==> src/rtl/cycle_sequencer_pkg.sv <==
// cycle_sequencer_pkg
// Shared definitions for the instruction cycle sequencer: the sequencer
// state enum, the sub-phase enum and the maximum number of ck/stb steps
// an instruction may use.
package cycle_sequencer_pkg;

  // Largest supported number of ck/stb steps per instruction.
  localparam int STEPS_MAX = 6;

  // Width of the step counter k (holds 1..STEPS_MAX).
  localparam int K_W = 3;

  typedef enum logic [1:0] {
    ST_IDLE,
    ST_EXEC,
    ST_FAULT
  } seq_state_t;

  // Each step has two cycles: A (ck only) and B (ck plus stb).
  typedef enum logic {
    PH_A,
    PH_B
  } phase_t;

endpackage : cycle_sequencer_pkg

==> src/rtl/cycle_sequencer_phase_decode.sv <==
// seq_phase_decode
// Maps the registered sequencer state (state, step counter k, sub-phase)
// onto one-hot step-phase levels and register-clock strobes.
//
// Ports
//   state  in   sequencer state (only ST_EXEC produces any output)
//   k      in   current step number, 1..STEPS_MAX
//   phase  in   current sub-phase within the step
//   ck     out  ck[i] high for step i+1 in both phases
//   stb    out  stb[i] high for step i+1 in phase B only
module seq_phase_decode
  import cycle_sequencer_pkg::*;
(
  input  seq_state_t           state,
  input  logic [K_W-1:0]       k,
  input  phase_t               phase,
  output logic [STEPS_MAX-1:0] ck,
  output logic [STEPS_MAX-1:0] stb
);

  always_comb begin
    // NOTE: every output gets a default before any condition, so no path
    // through this block leaves a signal unassigned and no latch is inferred.
    ck  = '0;
    stb = '0;
    if (state == ST_EXEC) begin
      for (int i = 0; i < STEPS_MAX; i++) begin
        if (k == K_W'(i + 1)) begin
          ck[i]  = 1'b1;
          stb[i] = (phase == PH_B);
        end
      end
    end
  end

endmodule : seq_phase_decode

==> src/rtl/cycle_sequencer.sv <==
// cycle_sequencer
// Instruction cycle sequencer. Steps the instruction decoders through up
// to STEPS ck/stb steps per instruction, two cycles per step (phase A: ck
// only, phase B: ck plus stb). The decoders end an instruction by raising
// done during a phase A; the strobe of that step is then never issued.
// Running past the last step without done is a sticky fault cleared only
// by reset. Every output is decoded from registered state, so no input
// reaches an output combinationally.
//
// Ports
//   clk          in   system clock, rising edge
//   rst_n        in   asynchronous active-low reset
//   run          in   level, continuous execution
//   step         in   pulse, execute exactly one instruction from idle
//   halt         in   level, stop at the next instruction boundary
//   done         in   OR of decoder done terms, sampled in phase A only
//   ck1..ck6     out  step-phase levels
//   stb1..stb6   out  register-clock strobes
//   instrStart   out  high in the first cycle of every instruction
//   running      out  high while an instruction is executing
//   timeout      out  sticky: no done within STEPS steps
module cycle_sequencer
  import cycle_sequencer_pkg::*;
#(
  parameter int STEPS = 6  // legal range 2..STEPS_MAX
) (
  input  logic clk,
  input  logic rst_n,
  input  logic run,
  input  logic step,
  input  logic halt,
  input  logic done,
  output logic ck1,
  output logic ck2,
  output logic ck3,
  output logic ck4,
  output logic ck5,
  output logic ck6,
  output logic stb1,
  output logic stb2,
  output logic stb3,
  output logic stb4,
  output logic stb5,
  output logic stb6,
  output logic instrStart,
  output logic running,
  output logic timeout
);

  localparam logic [K_W-1:0] FIRST_K = K_W'(1);
  localparam logic [K_W-1:0] LAST_K  = K_W'(STEPS);

  seq_state_t           state;
  logic [K_W-1:0]       k;
  phase_t               phase;
  // Set when the current instruction was launched by a step pulse; such an
  // instruction always returns to idle, whatever run says at its end.
  logic                 single;

  logic [STEPS_MAX-1:0] ck_vec;
  logic [STEPS_MAX-1:0] stb_vec;

  always_ff @(posedge clk or negedge rst_n) begin
    // NOTE: sequential state uses non-blocking assignments so every
    // register is updated from the values present before the edge.
    if (!rst_n) begin
      state  <= ST_IDLE;
      k      <= FIRST_K;
      phase  <= PH_A;
      single <= 1'b0;
    end else begin
      case (state)
        ST_IDLE: begin
          // run wins over a simultaneous step pulse.
          if (run || step) begin
            state  <= ST_EXEC;
            k      <= FIRST_K;
            phase  <= PH_A;
            single <= !run;
          end
        end

        ST_EXEC: begin
          if (phase == PH_A) begin
            if (done) begin
              // Instruction boundary: the only place run/halt are honoured.
              k     <= FIRST_K;
              phase <= PH_A;
              if (!(run && !halt && !single)) begin
                state <= ST_IDLE;
              end
            end else begin
              phase <= PH_B;
            end
          end else if (k == LAST_K) begin
            state <= ST_FAULT;
            k     <= FIRST_K;
            phase <= PH_A;
          end else begin
            k     <= k + K_W'(1);
            phase <= PH_A;
          end
        end

        ST_FAULT: state <= ST_FAULT;

        default: begin
          state <= ST_IDLE;
          k     <= FIRST_K;
          phase <= PH_A;
        end
      endcase
    end
  end

  seq_phase_decode u_phase_decode (
    .state (state),
    .k     (k),
    .phase (phase),
    .ck    (ck_vec),
    .stb   (stb_vec)
  );

  assign {ck6, ck5, ck4, ck3, ck2, ck1}       = ck_vec;
  assign {stb6, stb5, stb4, stb3, stb2, stb1} = stb_vec;

  // Step 1 phase A is reached only at the start of an instruction.
  assign instrStart = (state == ST_EXEC) && (k == FIRST_K) && (phase == PH_A);
  assign running    = (state == ST_EXEC);
  assign timeout    = (state == ST_FAULT);

endmodule : cycle_sequencer

==> config.mk <==
export PLATFORM = sky130hd
export DESIGN_NAME = cycle_sequencer
export DESIGN_NICKNAME = d
export VERILOG_FILES = /design/src/rtl/cycle_sequencer_pkg.sv /design/src/rtl/cycle_sequencer_phase_decode.sv /design/src/rtl/cycle_sequencer.sv
export SDC_FILE = /design/constraint.sdc
export NUM_CORES = 1
export LEC_CHECK = 0
export ABC_CLOCK_PERIOD_IN_PS = 1050
export BUFFER_PORTS_ARGS = -buffer_cell sky130_fd_sc_hd__buf_2
export CORE_AREA = 2 2 39 41
export DETAILED_ROUTE_END_ITERATION = 8
export DIE_AREA = 0 0 41 43
export MAX_ROUTING_LAYER = met4
export PLACE_DENSITY = 0.74
export SYNTH_ARGS = -nofsm -noshare
export SYNTH_HDL_FRONTEND = slang
export SYNTH_SLANG_ARGS = --single-unit
==> constraint.sdc <==
create_clock -name clk -period 1.05 [get_ports clk]
set_input_delay 0.0525 -clock clk [delete_from_list [all_inputs] [get_ports clk]]
set_output_delay 0.0525 -clock clk [all_outputs]
set_load 0.005 [all_outputs]
==> results of run 1 <==
[cell type report]
type,count,share of cell area [%]
well taps,16,1.91
repair buffers,49,35.6
flip-flops and latches,7,17.2
inverters,2,0.954
multi-input cells,43,41.8
clock buffers,4,2.50
[stage by stage]
step | TNS, ns | power (mW) | utilization (%)
after floorplan | -0.225 | 1.21 | -
after global placement | -0.877 | 1.65 | 51.2
after detailed placement | -1.06 | 1.67 | 51.2
after CTS | -4.83 | 2.44 | 64.8
after global routing | -7.01 | 3.18 | 75.9
final | -6.03 | 3.02 | 75.9
[routing by layer]
| layer | track usage [%] | vias up |
|---|---|---|
| met5 | - | - |
| met1 | 23.6 | 336 |
| met4 | 8.00 | 0 |
| met2 | 39.4 | 28 |
| met3 | 3.14 | 0 |
| li1 | - | 306 |
[kinds of logic after synthesis]
logic type,after synthesis
compound gates,11
fa+ha+maj,1
simple gates,31
buf+inv,5
flops,7
[layout by cell type (no fill, tap or decap), types with 2 or more instances in the layout]
cell	n
buf_2	18
buf_4	17
buf_6	13
nor2_1	4
nor3_2	3
clkbuf_4	3
dfrtp_1	3
dfrtp_2	3
nand2_2	2
nor2b_1	2
and2_1	2
nand3b_1	2
nor2_4	2
a21oi_1	2
[synthesized netlist by cell type, drive strengths merged]
cell / count / area [um^2]
nor2: 7 / 26.3
dfrtp: 6 / 150
nor3: 5 / 25.0
a21oi: 3 / 15.0
and2: 3 / 18.8
buf: 3 / 17.5
nand2: 3 / 11.3
inv: 2 / 10.0
nand2b: 2 / 20.0
nand3b: 2 / 15.0
nor2b: 2 / 12.5
nor4: 2 / 12.5
o2bb2ai: 2 / 23.8
a211o: 1 / 8.76
a22o: 1 / 8.76
and3: 1 / 6.26
dfstp: 1 / 26.3
ha: 1 / 12.5
nand3: 1 / 5.00
nand4bb: 1 / 11.3
nor3b: 1 / 7.51
nor4b: 1 / 8.76
o21ai: 1 / 5.00
o21ba: 1 / 10.0
o221a: 1 / 11.3
o311ai: 1 / 8.76
[state kept, by name, summed over array words and instances, names as in the netlist]
signal / count
state: 2
single: 1
k: 3
phase: 1
[timing repair]
action / CTS / global route
setup endpoints to repair: 21 / 22
buffers inserted: 7 / 8
hold buffers: 1 / 0
gates resized for setup: 25 / 16
hold endpoints to repair: 7 / 0
pin swaps: 7 / 5
[power by group through the flow]
stage | sequential, mW | combinational, mW | clock [mW]
2_1_floorplan | 0.480 | 0.732 | 0
3_3_place_gp | 0.547 | 1.10 | 0
3_5_place_dp | 0.548 | 1.12 | 0
4_1_cts | 0.564 | 1.62 | 0.258
5_1_grt | 0.626 | 2.28 | 0.276
6_report | 0.614 | 2.15 | 0.260
[path summary, 6_finish.rpt]
check | startpoint | endpoint | slack, ns | cells after the start
setup / recovery | k[1]$_DFFE_PN0P_ | ck2 | -0.41 | 5
hold / removal | run | single$_DFFE_PN0P_ | 0.02 | 2
setup reg to reg | k[0]$_DFFE_PN1P_ | k[1]$_DFFE_PN0P_ | -0.27 | 4
hold reg to reg | single$_DFFE_PN0P_ | single$_DFFE_PN0P_ | 0.56 | 2
max in group asynchronous | rst_n | k[0]$_DFFE_PN1P_ | 0.63 | 2
min in group asynchronous | rst_n | state[1]$_DFFE_PN0P_ | 0.17 | 2
==> run_results.csv, run 1 <==
group,metric,value,unit
critical_path,critPathBufInv,3,
clock_network,numCtsBuffers,3,
global_routing,first_global_vias,588,
floorplanning,rows,14,
timing,slew_headroom,78.2,%
global_routing,grt_pass1_wl,2.58,mm
yosys,synth_top_family_by_area,"simple AND/OR/NAND/NOR gates",
layout,nFillCells,78,
drt,ant_nets,0,
critical_path,worst_ep_required_time,1.00,ns
global_routing,grt_max_degree,8,
place,hpwl,1.01,mm
clock_network,clk_pin_slew,0.06,ns
timing,setup_viol,22,
clock_network,clock_sinks,7,
yosys,syn-instance-count,55,
global_routing,grt.overflow.total,0,
place,place_inst,101,
layout,final-seq-area,180,um^2
critical_path,worst-path-max-fanout,4,
power,power_density,2880,nW/um^2
power,clkPwrFrac,8.6,%
layout,stdcell_count,121,
floorplanning,die-height,43,um
critical_path,cpMaxStageDelayCell,"dfrtp_1",
layout,area_growth_syn_to_layout,115,%
power,switchingPower,1.24,mW
place,dpl_cell_area,708,um^2
drt,drc,0,
floorplanning,start_util,35.3,%
yosys,yosys-mux-area-fraction,0,%
yosys,synth_cell_types,30,
global_routing,antenna_found_initial,0,
timing,period_needed,1.46,ns
yosys,ys_seq_elements,7,
layout,nNetsFinal,113,
global_routing,track_usage,22.3,%
critical_path,cp-start-kind,"register",
place,place_ws,-0.150,ns
drt,drtPass1Iterations,4,
yosys,yosysWarnings,0,
timing,fin_skew,0.0120,ns
drt,wl_per_cell,17.4,um
yosys,synth_xor_area_share,0,%
drt,drtIter0Drc,4,
drt,met3_length,76,um
critical_path,slowest_delay,0.40,ns
power,switching_share,41.2,%
timing,fin_hold_ws,0.0213,ns
critical_path,arrival,1.40,ns
timing,fmax,687,MHz
clock_network,cts_buffer_depth,2,
yosys,synth-compound-area-share,18.7,%
timing,min_period_over_period,139,%
timing,grt_setup_unrepaired,"yes",
drt,vias,670,
layout,layout-drive-gt1-share,75.2,%
yosys,synthesis.area,488,um^2
yosys,yosys.area_share.simple,36.9,%
timing,setup_ws,-0.405,ns
floorplanning,die_w,41,um
clock_network,cts_tree,"yes",
timing,max_slew.worst_pin.slew,0.322,ns
power,p_int,1.78,mW
power,combPwrFrac,71.1,%
drt,routed-wl-met2,1.12,mm
timing,hold_viol_final,0,
drt,wl_met1,912,um
min_path,hold_class,"input pin to register",
critical_path,path_class,"register to primary output",
drt,avgViaCountPerCell,5.54,
layout,n_antenna_cell,0,
yosys,synth_area_per_cell,8.87,um^2
clock_network,clockRootBuffer,"clkbuf_4",
status,outcome,"complete, but fails checks",
critical_path,crit_chain,"buf_6, nand2b_2, buf_4, nor3_2, buf_2",
power,ir_drop,1.31,mV
yosys,synth-adder-area-share,2.56,%
power,pwr-share-seq,20.3,%
clock_network,htree_num_levels,1,
floorplanning,dieArea,1760,um^2
timing,drv_slew,0,
yosys,yosysSeqAreaShare,36.2,%
critical_path,cp-end-kind,"primary output",
clock_network,insertion_delay,0.26,ns
critical_path,cp_top_family,"buffers and inverters",
floorplanning,core-area,1380,um^2
status,violations,"negative setup slack",
layout,fin_area,1050,um^2
yosys,syn_nets,62,
run,drv_cap,0,
drt,topRoutingLayerUsed,"met3",
place,gp_congestion,0.810,
floorplanning,io_pins,21,
power,leakagePower,0.489,nW
layout,multi_input_area,439,um^2
drt,wl,2.11,mm
place,io_buffers,20,
(Power assumes the default switching activity.)
==> run 2: changes to the inputs <==
- CELL_PAD_IN_SITES_DETAIL_PLACEMENT: default -> 1
- CELL_PAD_IN_SITES_GLOBAL_PLACEMENT: default -> 1
- CORE_AREA: 2 2 39 41 -> default
- CORE_UTILIZATION: default -> 28
- DIE_AREA: 0 0 41 43 -> default
- PLACE_DENSITY: 0.74 -> 0.77
==> run 2 against run 1 <==
The run ends with design-rule violations, negative setup slack left. Design area increased by 2.6%. Combinational power increased by 6%. Global-route usage increased by 8.1 points. Clock power increased by 2%. Highest routed layer is now met4.
==> run_results.csv, run 2 (same netlist as run 1, synthesis figures left out) <==
group,metric,value,unit
global_routing,antenna_found_initial,0,
power,ir_drop,1.72,mV
layout,nNetsFinal,110,
critical_path,arrival,1.45,ns
clock_network,clock_sinks,7,
critical_path,worst-path-max-fanout,6,
critical_path,worst_ep_required_time,1.00,ns
place,place_ws,-0.229,ns
floorplanning,rows,14,
floorplanning,die_w,43.7,um
timing,max_slew.worst_pin.slew,0.338,ns
timing,hold_viol_final,0,
timing,period_needed,1.50,ns
critical_path,crit_start,"k[0]$_DFFE_PN1P_",
clock_network,insertion_delay,0.27,ns
layout,largest-register,"k",
critical_path,cp-endpoint,"stb1",
drt,wl_per_cell,24.6,um
layout,layout-drive-gt1-share,78.4,%
layout,reg_top3,"k x3, state x2",
layout,layout_commonest_cell,"buf_2",
place,io_buffers,20,
power,leakagePower,0.482,nW
clock_network,clockRootBuffer,"clkbuf_4",
global_routing,grt.overflow.total,0,
drt,avgViaCountPerCell,5.81,
timing,grt_setup_unrepaired,"yes",
timing,setup_viol,22,
clock_network,htree_num_levels,1,
layout,area_growth_syn_to_layout,121,%
clock_network,cts_buffer_depth,2,
floorplanning,dieArea,1910,um^2
drt,drtIter0Drc,13,
clock_network,numCtsBuffers,3,
timing,slew_headroom,77.2,%
floorplanning,io_pins,21,
layout,fin_area,1080,um^2
global_routing,first_global_vias,684,
min_path,hold_class,"input pin to register",
drt,ant_nets,0,
place,place_inst,102,
critical_path,cp-start-kind,"register",
place,dpl_cell_area,716,um^2
layout,n_antenna_cell,0,
clock_network,cts_tree,"yes",
timing,fin_hold_ws,0.0380,ns
floorplanning,core-area,1560,um^2
place,hpwl,1.27,mm
timing,setup_tns,-7.25,ns
critical_path,cp-end-kind,"primary output",
timing,setup_ws,-0.454,ns
timing,drv_slew,0,
layout,stdcell_count,118,
layout,largest_reg_flops,3,
global_routing,grt_pass1_wl,3.73,mm
status,outcome,"complete, but fails checks",
power,power_density,2940,nW/um^2
status,violations,"design-rule violations, negative setup slack",
global_routing,grt_max_degree,8,
drt,wl,2.90,mm
global_routing,track_usage,30.4,%
floorplanning,start_util,31.3,%
critical_path,ff2ff_setup_slack,-0.32,ns
place,gp_congestion,0.808,
layout,layout_common_cells,"buf_2 (16), buf_6 (15), buf_4 (14)",
run,drv_cap,0,
drt,vias,686,
drt,drc,2,
critical_path,rr_endpoint,"state[1]$_DFFE_PN0P_",
timing,fin_skew,0.0132,ns
critical_path,r2r_start,"state[1]$_DFFE_PN0P_",
drt,drtPass1Iterations,5,
clock_network,clk_pin_slew,0.05,ns
timing,fmax,665,MHz
critical_path,path_class,"register to primary output",
floorplanning,die-height,43.7,um
timing,min_period_over_period,143,%
critical_path,reg2reg_depth,5,
[run 2: changes by cell type in the layout (fill, tap and decap cells not counted), moves of 2 or more]
| cell | before | now |
|---|---|---|
| nor2_4 | 2 | 4 |
| buf_4 | 17 | 14 |
| buf_6 | 13 | 15 |
| buf_2 | 18 | 16 |
[run 2: how the worst min path moves through the flow]
stage	start	endpoint	slack, ns	cells after the start
after floorplan	rst_n	k[1]$_DFFE_PN0P_	-0.24	0
after global placement	rst_n	k[2]$_DFFE_PN0P_	-0.11	1
after detailed placement	rst_n	phase$_DFFE_PN0P_	-0.11	1
after CTS	run	single$_DFFE_PN0P_	0.02	2
after global routing	run	single$_DFFE_PN0P_	0.04	2
final	run	single$_DFFE_PN0P_	0.04	2
[run 2: metrics by stage]
step / util, % / power [mW]
2_1_floorplan: - / 1.21
3_3_place_gp: 45.9 / 1.66
3_5_place_dp: 45.9 / 1.73
4_1_cts: 61.8 / 2.66
5_1_grt: 69.1 / 3.28
6_report: 69.1 / 3.17
[run 2: final cells by class]
| class | instances | area (um^2) |
|---|---|---|
| Clock buffer | 4 | 26.3 |
| Fill cell | 162 | 482 |
| Inverter | 2 | 10.0 |
| Multi-Input combinational cell | 43 | 475 |
| Sequential cell | 7 | 181 |
| Tap cell | 16 | 20.0 |
| Timing Repair Buffer | 46 | 364 |
[run 2: where the power goes]
group | switching, mW | internal, mW
Sequential | 0.220 | 0.407
Clock | 0.119 | 0.146
Combinational | 1.04 | 1.24
[run 2: worst max-delay path, stage by stage, from the launching register on]
cell,delay [ns]
dfstp_2,0.61
nand4bb_4,0.17
nor2_4,0.15
and2_4,0.16
buf_6,0.09
[run 2: repair_timing]
action / CTS / global route
setup endpoints to repair: 22 / 22
buffers inserted: 10 / 4
pin swaps: 6 / 10
resized for setup: 32 / 20
hold buffers: 1 / 0
endpoints found under the hold margin: 7 / 0
[run 2: metal layers]
| layer | wire (um) | GRT usage, % |
|---|---|---|
| met5 | 0 | - |
| met3 | 66 | 7.92 |
| met4 | 63 | 13.1 |
| met1 | 1170 | 32.4 |
| met2 | 1600 | 52.5 |
==> run 3: changes to the inputs <==
- ABC_CLOCK_PERIOD_IN_PS: 1050 -> 1300
- clock period: 1.05 -> 1.3 ns (I/O delays scaled with it)
==> run 3 against run 2 <==
Critical path depth did not move. Sequential share of layout area rose by 5.5 points. Routed wire length fell by 36%. First-iteration DRC count rose by 31%. The flow still finishes with violations (design-rule violations, negative setup slack). Highest routed layer is now met3.
==> run_results.csv, run 3 (same netlist as run 1, synthesis figures left out) <==
group,metric,value,unit
global_routing,track_usage,20.2,%
floorplanning,core-area,1560,um^2
run,drv_cap,0,
timing,hold_viol_final,0,
status,violations,"design-rule violations, negative setup slack",
min_path,hold_class,"input pin to register",
global_routing,first_global_vias,575,
clock_network,clockRootBuffer,"clkbuf_4",
power,ir_drop,1.14,mV
clock_network,htree_num_levels,1,
clock_network,clk_pin_slew,0.06,ns
timing,grt_setup_unrepaired,"yes",
power,clkPwrFrac,11.7,%
floorplanning,die_w,43.7,um
critical_path,path_class,"register to primary output",
power,power_density,2210,nW/um^2
critical_path,arrival,1.35,ns
global_routing,antenna_found_initial,0,
power,p_int,1.03,mW
global_routing,grt_pass1_wl,2.75,mm
global_routing,grt_max_degree,9,
floorplanning,rows,14,
critical_path,cp-start-kind,"register",
timing,setup_ws,-0.113,ns
critical_path,worst_ep_required_time,1.24,ns
drt,wl,1.86,mm
power,switchingPower,0.773,mW
place,hpwl,1.11,mm
clock_network,cts_tree,"yes",
drt,ant_nets,0,
power,switching_share,42.8,%
layout,largest_reg_flops,3,
timing,drv_slew,0,
floorplanning,io_pins,21,
timing,fmax,708,MHz
place,io_buffers,20,
timing,slew_headroom,77.9,%
drt,vias,568,
timing,fin_skew,0.0117,ns
layout,fin_area,818,um^2
layout,reg_top3,"k x3, state x2",
drt,drtIter0Drc,17,
global_routing,grt.overflow.total,0,
power,leakagePower,0.382,nW
drt,drtPass1Iterations,6,
critical_path,cp-end-kind,"primary output",
floorplanning,start_util,31.3,%
critical_path,worst-path-max-fanout,4,
layout,n_antenna_cell,0,
timing,max_slew.worst_pin.slew,0.327,ns
timing,min_period_over_period,109,%
drt,drc,1,
place,gp_congestion,0.756,
place,dpl_cell_area,613,um^2
status,outcome,"complete, but fails checks",
clock_network,clock_sinks,7,
timing,period_needed,1.41,ns
critical_path,cpMaxStageDelayCell,"dfstp_2",
power,total_power,1.80,mW
drt,avgViaCountPerCell,5.46,
layout,layout_commonest_cell,"buf_2",
layout,largest-register,"k",
power,combPwrFrac,61.2,%
layout,layout-drive-gt1-share,63.6,%
layout,area_growth_syn_to_layout,67.7,%
timing,setup_viol,7,
clock_network,numCtsBuffers,3,
floorplanning,dieArea,1910,um^2
critical_path,crit_chain,"and2_4, ha_4, and3_1, buf_2",
floorplanning,die-height,43.7,um
drt,wl_per_cell,17.9,um
clock_network,insertion_delay,0.26,ns
clock_network,cts_buffer_depth,2,
power,pwr-share-seq,27.1,%
layout,nNetsFinal,96,
critical_path,slowest_delay,0.58,ns
layout,layout_common_cells,"buf_2 (20), buf_4 (9), nor2_1 (5), dfrtp_2 (5)",
==> run 3: worst max-delay path: cells and delay by family (launching register included) <==
kind | cells | cell delay (ns)
fa+ha+maj | 1 | 0.12
simple gates | 2 | 0.29
buf+inv | 1 | 0.10
flops | 1 | 0.58
==> run 3: final timing paths <==
check	depth (start not counted)	from	slack, ns	endpoint
min in group asynchronous	2	rst_n	0.18	k[2]$_DFFE_PN0P_
max	4	k[0]$_DFFE_PN1P_	-0.11	stb3
max in group asynchronous	2	rst_n	0.86	k[0]$_DFFE_PN1P_
min reg2reg	2	single$_DFFE_PN0P_	0.56	single$_DFFE_PN0P_
max reg2reg	5	k[0]$_DFFE_PN1P_	0	state[0]$_DFFE_PN0P_
min	2	run	0.03	single$_DFFE_PN0P_
==> run 3: what timing repair did <==
item,in CTS,in global routing
hold buffers,1,0
endpoints found under the hold margin,7,0
setup buffers,2,6
resized for setup,11,13
setup endpoints to repair,11,16
pin swaps,0,5
==> run 3: stage by stage <==
stage	hold slack (ns)	setup slack, ns	TNS, ns	utilization, %	instances
final	0.0262	-0.113	-0.565	52.5	104
after global routing	0.0233	-0.180	-1.50	52.5	104
after CTS	0.0188	-0.102	-0.637	45.7	98
after detailed placement	-0.0876	0.0114	0	39.3	91
after global placement	-0.0908	0.0108	0	39.3	91
after floorplan	-0.231	0.125	0	-	55
==> run 3: layer usage <==
metal  part of all wire (%)  GRT usage (%)  wire length, um
met2                     52           36.1              973
met3                    4.5           5.00               84
met4                      0           1.88                0
met5                      0              -                0
met1                     43           23.3              799
==> run 3: cell type report <==
class / instances / area, um^2
fill: 186 / 741
tap: 16 / 20.0
sequential: 7 / 183
inverter: 2 / 10.0
clock buffer: 4 / 26.3
multi-input combinational: 43 / 379
timing repair buffer: 32 / 200
==> run 3: power by group through the flow <==
stage	Clock [mW]	Combinational, mW	Sequential (mW)
floorplan	0	0.532	0.385
global placement	0	0.660	0.471
detailed placement	0	0.679	0.484
CTS	0.207	0.807	0.499
global route	0.236	1.19	0.505
finish	0.211	1.10	0.489
